## config.mk

```make
export PLATFORM = sky130hd
export DESIGN_NAME = uart_result_tx
export DESIGN_NICKNAME = d
export VERILOG_FILES = /design/src/rtl/uart_result_tx.sv
export SDC_FILE = /design/constraint.sdc
export NUM_CORES = 1
export LEC_CHECK = 0
export BUFFER_PORTS_ARGS = -buffer_cell sky130_fd_sc_hd__buf_2
export CORE_ASPECT_RATIO = 0.8
export CORE_MARGIN = 2
export CORE_UTILIZATION = 40
export DETAILED_ROUTE_END_ITERATION = 6
export MAX_ROUTING_LAYER = met4
export SLEW_MARGIN = 20
export SYNTH_ARGS = -nofsm -noshare
export SYNTH_HDL_FRONTEND = slang
export SYNTH_SLANG_ARGS = --single-unit
```

## constraint.sdc

```tcl
create_clock -name clk -period 3.2 [get_ports clk]
set_clock_uncertainty 0.2 [all_clocks]
set_input_delay 0.64 -clock clk [delete_from_list [all_inputs] [get_ports clk]]
set_output_delay 0.64 -clock clk [all_outputs]
set_load 0.01 [all_outputs]
```

## src/rtl/uart_result_tx.sv

```systemverilog
// UART transmit path for calculator results: formats a signed hex result as
// ASCII ('-' optional, N_DIGITS hex digits, CR LF) and sends it as 8N1 frames.
module uart_result_tx #(
    parameter int CLKS_PER_BIT = 16,
    parameter int N_DIGITS     = 8
) (
    input  logic                  clk,
    input  logic                  rst,
    input  logic                  res_valid,
    output logic                  res_ready,
    input  logic [4*N_DIGITS-1:0] res_data,
    input  logic                  res_neg,
    output logic                  txd,
    output logic                  tx_valid,
    output logic                  done
);

    localparam int BAUD_W = (CLKS_PER_BIT > 2) ? $clog2(CLKS_PER_BIT) : 1;
    localparam int CIDX_W = $clog2(N_DIGITS + 4);
    localparam logic [BAUD_W-1:0] BAUD_LAST = BAUD_W'(CLKS_PER_BIT - 1);
    localparam logic [CIDX_W-1:0] DIGITS_C  = CIDX_W'(N_DIGITS);
    localparam logic [CIDX_W-1:0] CIDX_ZERO = {CIDX_W{1'b0}};

    typedef enum logic [1:0] {
        S_IDLE  = 2'd0,
        S_START = 2'd1,
        S_DATA  = 2'd2,
        S_STOP  = 2'd3
    } state_t;

    function automatic logic [7:0] hex_ascii(input logic [3:0] nib);
        logic [7:0] c;
        if (nib < 4'd10) begin
            c = 8'h30 + {4'h0, nib};
        end else begin
            c = 8'h37 + {4'h0, nib};
        end
        return c;
    endfunction

    // Character at message position idx; digits start at position neg.
    function automatic logic [7:0] char_at(
        input logic [CIDX_W-1:0]     idx,
        input logic [4*N_DIGITS-1:0] data,
        input logic                  neg
    );
        logic [CIDX_W-1:0] pos;
        logic [3:0]        nib;
        logic [7:0]        c;
        pos = idx - {{(CIDX_W-1){1'b0}}, neg};
        nib = 4'h0;
        for (int i = 0; i < N_DIGITS; i++) begin
            if (pos == CIDX_W'(i)) begin
                nib = data[4*(N_DIGITS-1-i) +: 4];
            end else begin
                nib = nib;
            end
        end
        if (neg && (idx == CIDX_ZERO)) begin
            c = 8'h2D;
        end else if (pos < DIGITS_C) begin
            c = hex_ascii(nib);
        end else if (pos == DIGITS_C) begin
            c = 8'h0D;
        end else begin
            c = 8'h0A;
        end
        return c;
    endfunction

    state_t                state_q, state_d;
    logic [BAUD_W-1:0]     baud_q, baud_d;
    logic [2:0]            bit_q, bit_d;
    logic [CIDX_W-1:0]     char_q, char_d;
    logic [4*N_DIGITS-1:0] data_q, data_d;
    logic                  neg_q, neg_d;
    logic                  txd_q, txd_d;
    logic                  tx_valid_q, tx_valid_d;
    logic                  done_q, done_d;

    logic                  baud_last_s;
    logic [CIDX_W-1:0]     last_idx_s;
    logic [7:0]            cur_char_s;

    assign baud_last_s = (baud_q == BAUD_LAST);
    assign last_idx_s  = DIGITS_C + CIDX_W'(1) + {{(CIDX_W-1){1'b0}}, neg_q};

    // State, counters, data latch and registered outputs.
    always_ff @(posedge clk or posedge rst) begin
        if (rst) begin
            state_q    <= S_IDLE;
            baud_q     <= {BAUD_W{1'b0}};
            bit_q      <= 3'd0;
            char_q     <= CIDX_ZERO;
            data_q     <= {(4*N_DIGITS){1'b0}};
            neg_q      <= 1'b0;
            txd_q      <= 1'b1;
            tx_valid_q <= 1'b0;
            done_q     <= 1'b0;
        end else begin
            state_q    <= state_d;
            baud_q     <= baud_d;
            bit_q      <= bit_d;
            char_q     <= char_d;
            data_q     <= data_d;
            neg_q      <= neg_d;
            txd_q      <= txd_d;
            tx_valid_q <= tx_valid_d;
            done_q     <= done_d;
        end
    end

    // Next-state logic for the frame sequencer.
    always_comb begin
        state_d = state_q;
        baud_d  = baud_q;
        bit_d   = bit_q;
        char_d  = char_q;
        data_d  = data_q;
        neg_d   = neg_q;
        done_d  = 1'b0;
        case (state_q)
            S_IDLE: begin
                if (res_valid) begin
                    state_d = S_START;
                    baud_d  = {BAUD_W{1'b0}};
                    bit_d   = 3'd0;
                    char_d  = CIDX_ZERO;
                    data_d  = res_data;
                    neg_d   = res_neg;
                end else begin
                    state_d = S_IDLE;
                end
            end
            S_START: begin
                if (baud_last_s) begin
                    state_d = S_DATA;
                    baud_d  = {BAUD_W{1'b0}};
                    bit_d   = 3'd0;
                end else begin
                    baud_d = baud_q + BAUD_W'(1);
                end
            end
            S_DATA: begin
                if (baud_last_s) begin
                    baud_d = {BAUD_W{1'b0}};
                    if (bit_q == 3'd7) begin
                        state_d = S_STOP;
                        bit_d   = 3'd0;
                    end else begin
                        bit_d = bit_q + 3'd1;
                    end
                end else begin
                    baud_d = baud_q + BAUD_W'(1);
                end
            end
            S_STOP: begin
                if (baud_last_s) begin
                    baud_d = {BAUD_W{1'b0}};
                    if (char_q == last_idx_s) begin
                        state_d = S_IDLE;
                        done_d  = 1'b1;
                    end else begin
                        state_d = S_START;
                        char_d  = char_q + CIDX_W'(1);
                    end
                end else begin
                    baud_d = baud_q + BAUD_W'(1);
                end
            end
            default: begin
                state_d = S_IDLE;
                baud_d  = {BAUD_W{1'b0}};
                bit_d   = 3'd0;
                char_d  = CIDX_ZERO;
            end
        endcase
    end

    // Line level is decoded from the next state so txd is registered yet on time;
    // the character index never changes on a START->DATA transition.
    always_comb begin
        cur_char_s = char_at(char_q, data_q, neg_q);
        txd_d      = 1'b1;
        case (state_d)
            S_START: txd_d = 1'b0;
            S_DATA:  txd_d = cur_char_s[bit_d];
            S_STOP:  txd_d = 1'b1;
            default: txd_d = 1'b1;
        endcase
        tx_valid_d = (state_d != S_IDLE);
    end

    assign res_ready = (state_q == S_IDLE);
    assign txd       = txd_q;
    assign tx_valid  = tx_valid_q;
    assign done      = done_q;

endmodule

```

==> impl_metrics.ini <==
[outcome]
outcome = finished with violations
violations = setup timing

[die]
core_area_um2 = 6930
die_area_um2 = 7890
io_pins = 40
start_util_pct = 41.5
fp.dieW_um = 98.8
num_rows = 27
die_h_um = 79.9

[layout]
fin_util_pct = 50.6
regArea_um2 = 1230
final_common_cell = dfrtp_1
n_fill_cell = 630
finish.instance_area_um2 = 3500
final_cell_mix = dfrtp_1 (48), mux2_2 (39), buf_2 (39)
nNetsFinal = 363
antenna_cells = 0
synthToLayoutAreaGrowth_pct = 21.8
multi_input_area_um2 = 1630
drive_gt1_share_pct = 46.6
fin_cells = 407

[cts]
path_clk_slew_ns = 0.09
cts_max_level = 2
cts_tree = done
ctsRootBufferMaster = clkbuf_8
clk_path_buf_depth = 2
clk-insertion-delay-late_ns = 0.31
cts_buffers = 5
cts.sinks = 49

[detailed_routing]
drc = 0
drtIter0Drc = 66
drtAntennaViolNets = 0
vias = 2153
wl_per_cell_um = 15.1
vias_per_cell = 5.29
dr.pass1.iters = 4
wl_um = 6150

[synth]
synth_edf_count = 0
avgSynthCellArea_um2 = 11.1
ys_warn_count = 0
synth_largest_type_area_fraction_pct = 41.8
synthTopCellsByArea = dfrtp_1 (42%), mux2_2 (16%), ha_1 (3.5%)
yosysTopAreaCell = dfrtp_1
synthArstFlopShare_pct = 100
synth_cell_types = 63
synthesis.nets = 304
dominantRegCellSynth = dfrtp_1
yosysSeqAreaShare_pct = 42.7
synth_area_um2 = 2880
synth-seq-cells = 49
syn_inst = 260

[timing]
min_period_ns = 3.30
worst_pin_slew_ns = 0.633
timing.fmax_mhz = 303
setup_violations = 1
hold_slack_ns = 0.277
grt_setup_unrepaired = yes
hold_viol = 0
finalCritPeriodShare_pct = 103
fin_tns_setup_ns = -0.104
timing.final.ws_setup_ns = -0.104
slew_headroom_pct = 57.8
maxSlewViolCount = 0

[global_routing]
track_usage_pct = 16.5
grt_pass1_wl_um = 10100
grt_max_degree = 50
grt_pass1_vias = 2129
gr-total-overflow = 0
antenna_found_initial = 0

[setup_path]
crit_chain = ha_4, ha_4, buf_6, mux2_2, a21oi_1, buf_4, o22ai_4, inv_2, ha_2, buf_4, o21ai_2, nor4b_2, a211oi_1, o32a_1, o211ai_2
max_stage_delay_ns = 0.42
crit_path_end_kind = register
worstSetupPathType = register to register
cp_num_buf_inv = 4
rrSetupSlack_ns = -0.10
cp_max_fo = 8
critPathTopFamily = compound AO/OA/AOI/OAI gates
slowest_stage = dfrtp_1
cp.required_ns = 3.24
cp.arrival_ns = 3.34
start_kind = register

[job]
cap_violations = 0

[pwr]
power_mw = 4.02
power_density_nw_per_um2 = 1150
max-vdd-ir-drop_v = 0.000479
p_leak_nw = 1.51

[placement]
portBuffers = 39
pre_cts_slack_ns = -0.0800
place_hpwl_um = 4320
place.gp.congestion = 0.818
placed_area_um2 = 3270
dpl.cell_count = 388

[min_path]
hp-class = primary input to async pin
## repair_timing
item | in CTS | in global routing
setup endpoints to repair | 1 | 1
resized for setup | 7 | 10
setup buffers | 5 | 6
hold buffers | 0 | 0
pin swaps | 12 | 14
## power breakdown
| group | switching (mW) | leakage, nW | internal, mW |
|---|---|---|---|
| Clock | 0.223 | 0.0364 | 0.154 |
| Sequential | 0.236 | 0.592 | 0.899 |
| Combinational | 1.19 | 0.886 | 1.32 |
## path summary, 6_finish.rpt
kind	cells after the start	end	start
min in group clk	1	data_q[5]	data_q[5]
min reg2reg	1	data_q[5]	data_q[5]
min	3	data_q[7]	rst
max in group asynchronous	3	data_q[8]	rst
max	15	txd	neg_q
max reg2reg	15	txd	neg_q
## registers in the layout (all words and copies together) (netlist names)
register / flops
tx_valid: 1
txd: 1
done: 1
char_q: 4
bit_q: 3
state_q: 2
neg_q: 1
data_q: 32
baud_q: 4
## cell type report
class	instances	area share, %
Tap cell	87	3.11
Inverter	10	1.07
Clock inverter	3	0.643
Sequential cell	49	35.0
Multi-Input combinational cell	186	46.4
Clock buffer	5	1.96
Timing Repair Buffer	67	11.8
## tightest hold or removal path: stages
cell	delay (ns)
buf_2	0.10
inv_2	0.03
buf_4	0.49
## cell usage after synthesis (2+ instances only)
cell	instances
o21ai_0	13
a31oi_1	3
a211o_1	2
a21oi_1	8
inv_1	8
nor3b_1	2
inv_2	2
or3_1	2
nand2_1	18
clkbuf_1	4
o2111ai_1	2
nand2b_1	2
a22oi_1	2
dfrtp_1	48
buf_6	3
mux2_2	40
nand3_1	6
buf_4	2
nor2b_1	4
o31ai_1	2
o32ai_1	3
buf_2	6
nor3_1	3
xor2_1	4
nand3b_1	2
o22ai_2	2
mux2i_1	5
xnor2_1	4
ha_1	8
nor2_1	17
## per-layer routing
metal | track usage (%) | part of all wire [%]
met4 | 4.52 | 1.1
met2 | 25.6 | 46
met1 | 22.1 | 50
met3 | 3.33 | 2.9
met5 | - | 0
## cell families (layout without fill, tap and decap cells)
group	count (synthesis)	after routing	share of synthesized area [%]
compound gates	53	53	14.2
xor+xnor	9	9	3.39
simple gates	69	69	13.4
flops	49	49	42.7
fa+ha+maj	8	8	3.48
buf+inv	25	85	4.57
mux	47	47	18.3
Power figures use the tool's default switching activity.
